`src/rtl/addsub_accumulator.sv`:
```
// Handshaked sequencer and result register around an external 4-bit adder/subtractor.
// Optional build macro ADDSUB_SATURATE_EN clamps acc on unsigned carry/borrow.
module addsub_accumulator #(
  parameter int WIDTH = 4
) (
  input  logic             clk,
  input  logic             rst_n,
  input  logic             in_valid,
  output logic             in_ready,
  input  logic [1:0]       in_op,
  input  logic [WIDTH-1:0] in_data,
  output logic [WIDTH-1:0] as_a,
  output logic [WIDTH-1:0] as_b,
  output logic             as_subt,
  input  logic [WIDTH-1:0] as_sum,
  input  logic             as_cout,
  output logic             out_valid,
  input  logic             out_ready,
  output logic [WIDTH-1:0] acc,
  output logic             carry,
  output logic             zero,
  output logic             ovf,
  output logic             ovf_sticky
);

  localparam logic [1:0] IDLE = 2'd0;
  localparam logic [1:0] EXEC = 2'd1;
  localparam logic [1:0] DONE = 2'd2;

  localparam logic [1:0] OP_LOAD  = 2'b00;
  localparam logic [1:0] OP_ADD   = 2'b01;
  localparam logic [1:0] OP_SUB   = 2'b10;
  localparam logic [1:0] OP_CLEAR = 2'b11;

  logic [1:0]       state, state_nxt;
  logic [1:0]       op_r;
  logic [WIDTH-1:0] opnd_r;
  logic [WIDTH-1:0] acc_r, acc_nxt;
  logic             carry_r, carry_nxt;
  logic             ovf_r, ovf_nxt;
  logic             sticky_r, sticky_nxt;
  logic             ovf_add, ovf_sub;
  logic             exec;

  assign exec      = (state == EXEC);
  assign in_ready  = (state == IDLE);
  assign out_valid = (state == DONE);

  // The adder only sees the operand while executing; otherwise b/subt rest at zero.
  assign as_a    = acc_r;
  assign as_b    = exec ? opnd_r : '0;
  assign as_subt = exec && (op_r == OP_SUB);

  assign ovf_add = (acc_r[WIDTH-1] == opnd_r[WIDTH-1]) && (as_sum[WIDTH-1] != acc_r[WIDTH-1]);
  assign ovf_sub = (acc_r[WIDTH-1] != opnd_r[WIDTH-1]) && (as_sum[WIDTH-1] != acc_r[WIDTH-1]);

  always_comb begin
    state_nxt = state;
    case (state)
      IDLE:    if (in_valid) state_nxt = EXEC;
      EXEC:    state_nxt = DONE;
      DONE:    if (out_ready) state_nxt = IDLE;
      default: state_nxt = IDLE;
    endcase
  end

  always_comb begin
    acc_nxt    = acc_r;
    carry_nxt  = carry_r;
    ovf_nxt    = ovf_r;
    sticky_nxt = sticky_r;
    if (exec) begin
      case (op_r)
        OP_LOAD: begin
          acc_nxt   = opnd_r;
          carry_nxt = 1'b0;
          ovf_nxt   = 1'b0;
        end
        OP_ADD: begin
`ifdef ADDSUB_SATURATE_EN
          acc_nxt    = as_cout ? '1 : as_sum;
`else
          acc_nxt    = as_sum;
`endif
          carry_nxt  = as_cout;
          ovf_nxt    = ovf_add;
          sticky_nxt = sticky_r | ovf_add;
        end
        OP_SUB: begin
`ifdef ADDSUB_SATURATE_EN
          acc_nxt    = as_cout ? as_sum : '0;
`else
          acc_nxt    = as_sum;
`endif
          carry_nxt  = as_cout;
          ovf_nxt    = ovf_sub;
          sticky_nxt = sticky_r | ovf_sub;
        end
        default: begin
          acc_nxt    = '0;
          carry_nxt  = 1'b0;
          ovf_nxt    = 1'b0;
          sticky_nxt = 1'b0;
        end
      endcase
    end
  end

  always_ff @(posedge clk or negedge rst_n) begin
    if (!rst_n) begin
      state    <= IDLE;
      op_r     <= OP_LOAD;
      opnd_r   <= '0;
      acc_r    <= '0;
      carry_r  <= 1'b0;
      ovf_r    <= 1'b0;
      sticky_r <= 1'b0;
    end else begin
      state    <= state_nxt;
      acc_r    <= acc_nxt;
      carry_r  <= carry_nxt;
      ovf_r    <= ovf_nxt;
      sticky_r <= sticky_nxt;
      if (in_ready && in_valid) begin
        op_r   <= in_op;
        opnd_r <= in_data;
      end
    end
  end

  assign acc        = acc_r;
  assign carry      = carry_r;
  assign ovf        = ovf_r;
  assign ovf_sticky = sticky_r;
  assign zero       = (acc_r == '0);

endmodule

```
`config.mk`:
```
export PLATFORM = sky130hd
export DESIGN_NAME = addsub_accumulator
export DESIGN_NICKNAME = d
export VERILOG_FILES = /design/src/rtl/addsub_accumulator.sv
export SDC_FILE = /design/constraint.sdc
export NUM_CORES = 1
export LEC_CHECK = 0
export CORE_MARGIN = 4
export CORE_UTILIZATION = 30
export DETAILED_ROUTE_END_ITERATION = 10
export PLACE_DENSITY = 0.68
export SETUP_SLACK_MARGIN = 0.05
export SLEW_MARGIN = 20
export SYNTH_ARGS = -nofsm -noshare
export SYNTH_HDL_FRONTEND = slang
export SYNTH_SLANG_ARGS = --single-unit
```
`constraint.sdc`:
```
create_clock -name clk -period 1.9 [get_ports clk]
set_clock_uncertainty 0.2 [all_clocks]
set_input_delay 0.19 -clock clk [delete_from_list [all_inputs] [get_ports clk]]
set_output_delay 0.19 -clock clk [all_outputs]
set_load 0.01 [all_outputs]
```
==> results.cfg, run 1 <==
[run_status]
status = finished, final reports clean

[routing]
drc = 0
drt-vias-per-instance = 4.70
dr.pass1.iters = 3
via_count = 668
ant_nets = 0
drt_iter0_markers = 10
drt-total-wl_mm = 1.93
routedWlPerCell_microns = 13.6

[sta]
tightest_slew_ps = 670
tns_ps = 0
slew_violations = 0
layout_min_cycle_time_ps = 1780
slew_headroom = 0.552
fmax_mhz = 561
setup_viol = 0
rsz0062_at_grt = false
fin_crit_sh = 0.938
hold_slack_ps = 84.0
finalHoldViolCount = 0

[worst_setup_path]
required_ps = 1510
cp_data_arrival_time_ps = 1390
critPathTopFamily = flip-flops
r2r_start = op_r[0]
max_stage_delay_ps = 420
worstPathCellList = and2b_2 > and2_1 > dlygate4sd2_1
crit_slowest_cell = dfrtp_1
crit_path_end_kind = primary output
critPathKind = flip-flop to primary output
r2r_cells = 5
worstPathMaxFanout = 5
worstReg2RegEnd = ovf
critPathBufInv = 1
cp-start-kind = flip-flop
r2r_slack_ps = 300

[global_routing]
globalRouteOverflowTotal = 0
antenna_found_initial = 0
grt_max_degree = 16
track_usage = 0.115
grt_pass1_wl_mm = 3.15
first_global_vias = 716

[floorplan]
start_util = 0.326
die_area_sq_um = 3690
rows = 18
io_pins = 34
dieHeight_microns = 60.8
core-area_sq_um = 2570
die_w_microns = 60.8

[yosys]
ys_types = 23
syn_area_sq_um = 836
yosysTopAreaCellShare = 0.449
yosys-top-cells-area = dfrtp_1 45%, mux2_4 11%, ha_1 6.0%, a22oi_1 4.5%, and2_1 3.7%
yosysWarningCount = 0
synth_seq_cells = 15
synth-seq-area-share = 0.449
syn_area_per_cell_sq_um = 11.0
synth_top_area_cell = dfrtp_1
syn_inst = 76
synth_fp_nets = 95

[pwr]
vdd_drop_max_mv = 0.650
intPower_mw = 1.15
leakage_nw = 0.564
p_sw_frac = 0.380
power.density_nw_per_um2 = 1530
p_clk_frac = 0.108
seqPwrFrac = 0.321
p_comb_frac = 0.571
power_switching_mw = 0.707

[finish]
layout_common_cells = 25 x clkdlybuf4s50_1, 15 x dfrtp_1, 8 x nand2_1, 7 x dlygate4sd2_1
syn2layout_area_growth_pct = 45.4
drive_gt1_frac = 0.196
layout_commonest_cell = clkdlybuf4s50_1
antennaDiodeCount = 0
nNetsFinal = 132
n_fill_cell = 270

[placed_design]
gp_congestion = 0.848
hpwl_mm = 1.52
portBuffers = 33

[clock_tree]
cts-root-buf = clkbuf_4
clkTransAtPathRegs_ps = 110
worstSkewPairLatency_ps = 300
cts_tree = done
clock_path_buffers = 2
hold_buffers = 0
cts.sinks = 15
htreeDepth = 1
numCtsBuffers = 3

[worst_hold_path]
hp-class = input pin to asynchronous set/reset pin

[flow_run]
cap_violations = 0
-- registers in the layout, indices dropped and copies added (netlist names) --
register    cells
acc             4
carry           1
op_r            2
opnd_r          4
ovf             1
ovf_sticky      1
state           2
-- power groups by stage --
stage | clock (mW) | combinational [mW] | sequential, mW
2_1_floorplan | 0 | 0.651 | 0.595
3_3_place_gp | 0 | 1.04 | 0.599
3_5_place_dp | 0 | 1.05 | 0.612
4_1_cts | 0.205 | 1.05 | 0.599
5_1_grt | 0.221 | 1.15 | 0.628
6_report | 0.201 | 1.06 | 0.598
-- routing by layer --
layer	GRT usage	part of all wire
met1	0.135	0.42
met2	0.205	0.52
met3	0.0213	0.049
met4	0.0495	0.0088
met5	0	0
-- synthesized netlist by cell type --
master and number:
a211oi_1 1, a22oi_1 5, and2_1 5, and2_4 1
and2b_1 1, buf_4 4, buf_6 2, dfrtp_1 15
ha_1 4, inv_1 4, mux2_2 2, mux2_4 6
mux2i_1 1, nand2_1 8, nand2b_1 3, nand3_1 1
nor2_1 1, nor2b_1 2, nor3_1 1, nor4_1 1
o21a_1 1, o21ai_0 6, xnor2_1 1
-- what timing repair did --
item | CTS | global route
gates cloned | 0 | 0
setup endpoints to repair | 8 | 3
gates resized for setup | 13 | 1
setup buffers | 2 | 1
-- layout make-up --
type	count	area, sq um	area share
tap	30	37.5	0.0309
clock inverter	1	7.51	0.00618
inverter	4	15.0	0.0124
multi-input combinational	51	403	0.332
sequential	15	375	0.309
clock buffer	3	22.5	0.0185
timing repair buffer	38	354	0.291
-- worst register-to-register path: stages, from the launching register on --
cell and delay, ps:
dfrtp_1 390, buf_4 150, ha_1 200, mux2_2 270, a22oi_1 170, o21ai_0 110
-- worst max path at each step --
stage	start	endpoint	slack (ps)	depth (start not counted)
2_1_floorplan	state[1]	op_r[0]	390	4
3_3_place_gp	state[1]	as_b[3]	150	3
3_5_place_dp	op_r[0]	as_subt	120	4
4_1_cts	state[1]	as_b[1]	100	3
5_1_grt	state[0]	as_b[1]	60	3
6_report	state[0]	as_b[1]	120	3
-- metrics by stage --
step / util / power, mW / std cells / area [sq um] / setup WS (ps)
5_1_grt: 0.473 / 2.00 / 142 / 1210 / 57.8
3_5_place_dp: 0.454 / 1.67 / 135 / 1170 / 120
3_3_place_gp: 0.454 / 1.64 / 135 / 1170 / 146
6_report: 0.473 / 1.86 / 142 / 1210 / 117
2_1_floorplan: - / 1.25 / 76 / 836 / 391
4_1_cts: 0.468 / 1.86 / 141 / 1200 / 101
-- kinds of logic (layout without fill, tap and decap cells) --
group / after synthesis / after routing / synth area share
compound gates: 13 / 13 / 0.0988
xor+xnor: 1 / 1 / 0.0105
fa+ha+maj: 4 / 4 / 0.0599
buf+inv: 10 / 46 / 0.0808
flops: 15 / 15 / 0.449
mux: 9 / 9 / 0.147
simple gates: 24 / 24 / 0.154
(Power assumes the default switching activity.)
==> inputs of run 2 (changes only) <==
- HOLD_SLACK_MARGIN: unset -> 0.12
==> run 2 against run 1 <==
  * Final area grew 0.82%
  * Hold slack gained 170 ps
  * Non-clock buffer count grew 1
  * Sequential power is essentially flat
  * Combinational power is essentially flat
  * Cell count grew 0.70%
  * Setup slack is essentially flat
  * Largest cell class unchanged
  * Highest routed layer unchanged
==> results.cfg, run 2 (same netlist as run 1, synthesis figures left out) <==
[sta]
tightest_slew_ps = 670
slew_headroom = 0.552
rsz0062_at_grt = false
layout_min_cycle_time_ps = 1780
finalHoldViolCount = 0
setup_viol = 0
fin_crit_sh = 0.938
fmax_mhz = 561
tns_ps = 0
slew_violations = 0

[worst_setup_path]
crit_path_end_kind = primary output
critPathKind = flip-flop to primary output
r2r_slack_ps = 300
cp-start-kind = flip-flop
worstPathMaxFanout = 5
r2r_start = op_r[0]
worstReg2RegEnd = ovf
cp_data_arrival_time_ps = 1390
r2r_cells = 5
required_ps = 1510

[pwr]
intPower_mw = 1.16
power.density_nw_per_um2 = 1520
p_comb_frac = 0.571
vdd_drop_max_mv = 0.650
power_switching_mw = 0.708
seqPwrFrac = 0.321
p_clk_frac = 0.108
p_sw_frac = 0.380
leakage_nw = 0.568

[worst_hold_path]
hold_depth = 3
worstHoldStart = as_cout
whs_endpoint = carry
hp-class = input pin to flip-flop

[global_routing]
antenna_found_initial = 0
first_global_vias = 726
globalRouteOverflowTotal = 0
grt_max_degree = 16
track_usage = 0.116
grt_pass1_wl_mm = 3.18

[routing]
routedWlPerCell_microns = 13.6
drc = 0
drt_iter0_markers = 12
drt-total-wl_mm = 1.94
ant_nets = 0
drt-vias-per-instance = 4.70
via_count = 672
dr.pass1.iters = 3

[floorplan]
dieHeight_microns = 60.8
die_area_sq_um = 3690
die_w_microns = 60.8
start_util = 0.326
io_pins = 34
rows = 18
core-area_sq_um = 2570

[finish]
drive_gt1_frac = 0.195
finalNonFillerCells = 143
layout_common_cells = 25 x clkdlybuf4s50_1, 15 x dfrtp_1, 8 x nand2_1, 7 x dlygate4sd2_1
layout_commonest_cell = clkdlybuf4s50_1
syn2layout_area_growth_pct = 46.6
nNetsFinal = 133
antennaDiodeCount = 0

[placed_design]
gp_congestion = 0.848
portBuffers = 33
hpwl_mm = 1.52
dp.cells = 135

[clock_tree]
cts-root-buf = clkbuf_4
cts.sinks = 15
numCtsBuffers = 3
clock_path_buffers = 2
cts_tree = done
htreeDepth = 1
clkTransAtPathRegs_ps = 110
worstSkewPairLatency_ps = 300

[flow_run]
cap_violations = 0

[run_status]
status = finished, final reports clean
-- run 2: worst max path at each step --
stage | from | to | slack (ps) | cells after the start
finish | state[0] | as_b[1] | 120 | 3
global route | state[0] | as_b[1] | 60 | 3
CTS | state[1] | as_b[1] | 100 | 3
detailed placement | op_r[0] | as_subt | 120 | 4
global placement | state[1] | as_b[3] | 150 | 3
floorplan | state[1] | op_r[0] | 390 | 4
-- run 2: area by class of cell --
type | instances | area, sq um
clock inverters | 1 | 7.51
flip-flops and latches | 15 | 375
inverters | 4 | 15.0
fillers | 269 | 1340
well taps | 30 | 37.5
multi-input cells | 51 | 403
repair buffers | 39 | 364
clock buffers | 3 | 22.5
-- run 2: stage by stage --
stage                     power (mW)  hold WS, ps  area (sq um)  worst slack (ps)   util
after floorplan                 1.25         -306           836               391      -
after global placement          1.64          253          1170               146  0.454
after detailed placement        1.67          269          1170               120  0.454
after CTS                       1.86          252          1210               101  0.472
after global routing            2.00          268          1220              57.8  0.477
final                           1.86          252          1220               117  0.477
-- run 2: critical path, stage by stage, from the launching register on --
cell,delay [ps]
dfrtp_1,420
and2b_2,240
and2_1,160
dlygate4sd2_1,280
-- run 2: layer usage --
layer | vias up | share of wire | wire (microns) | track usage
li1 | 332 | - | - | -
met1 | 318 | 0.43 | 825 | 0.135
met2 | 20 | 0.52 | 1000 | 0.208
met3 | 2 | 0.049 | 95 | 0.0213
met4 | 0 | 0.0088 | 17 | 0.0495
met5 | - | 0 | 0 | 0
-- run 2: power groups by stage --
stage	Combinational, mW	Sequential [mW]	Clock (mW)
4_1_cts	1.06	0.599	0.205
3_3_place_gp	1.04	0.599	0
5_1_grt	1.15	0.628	0.221
3_5_place_dp	1.05	0.612	0
6_report	1.06	0.598	0.201
2_1_floorplan	0.651	0.595	0
-- run 2: what timing repair did --
item / in CTS / in global routing
gates resized for setup: 13 / 1
cloned: 0 / 0
endpoints found under the setup margin: 8 / 3
setup buffers: 2 / 1
hold buffers: 1 / 0
hold endpoints to repair: 10 / 0
pin swaps: 0 / 0
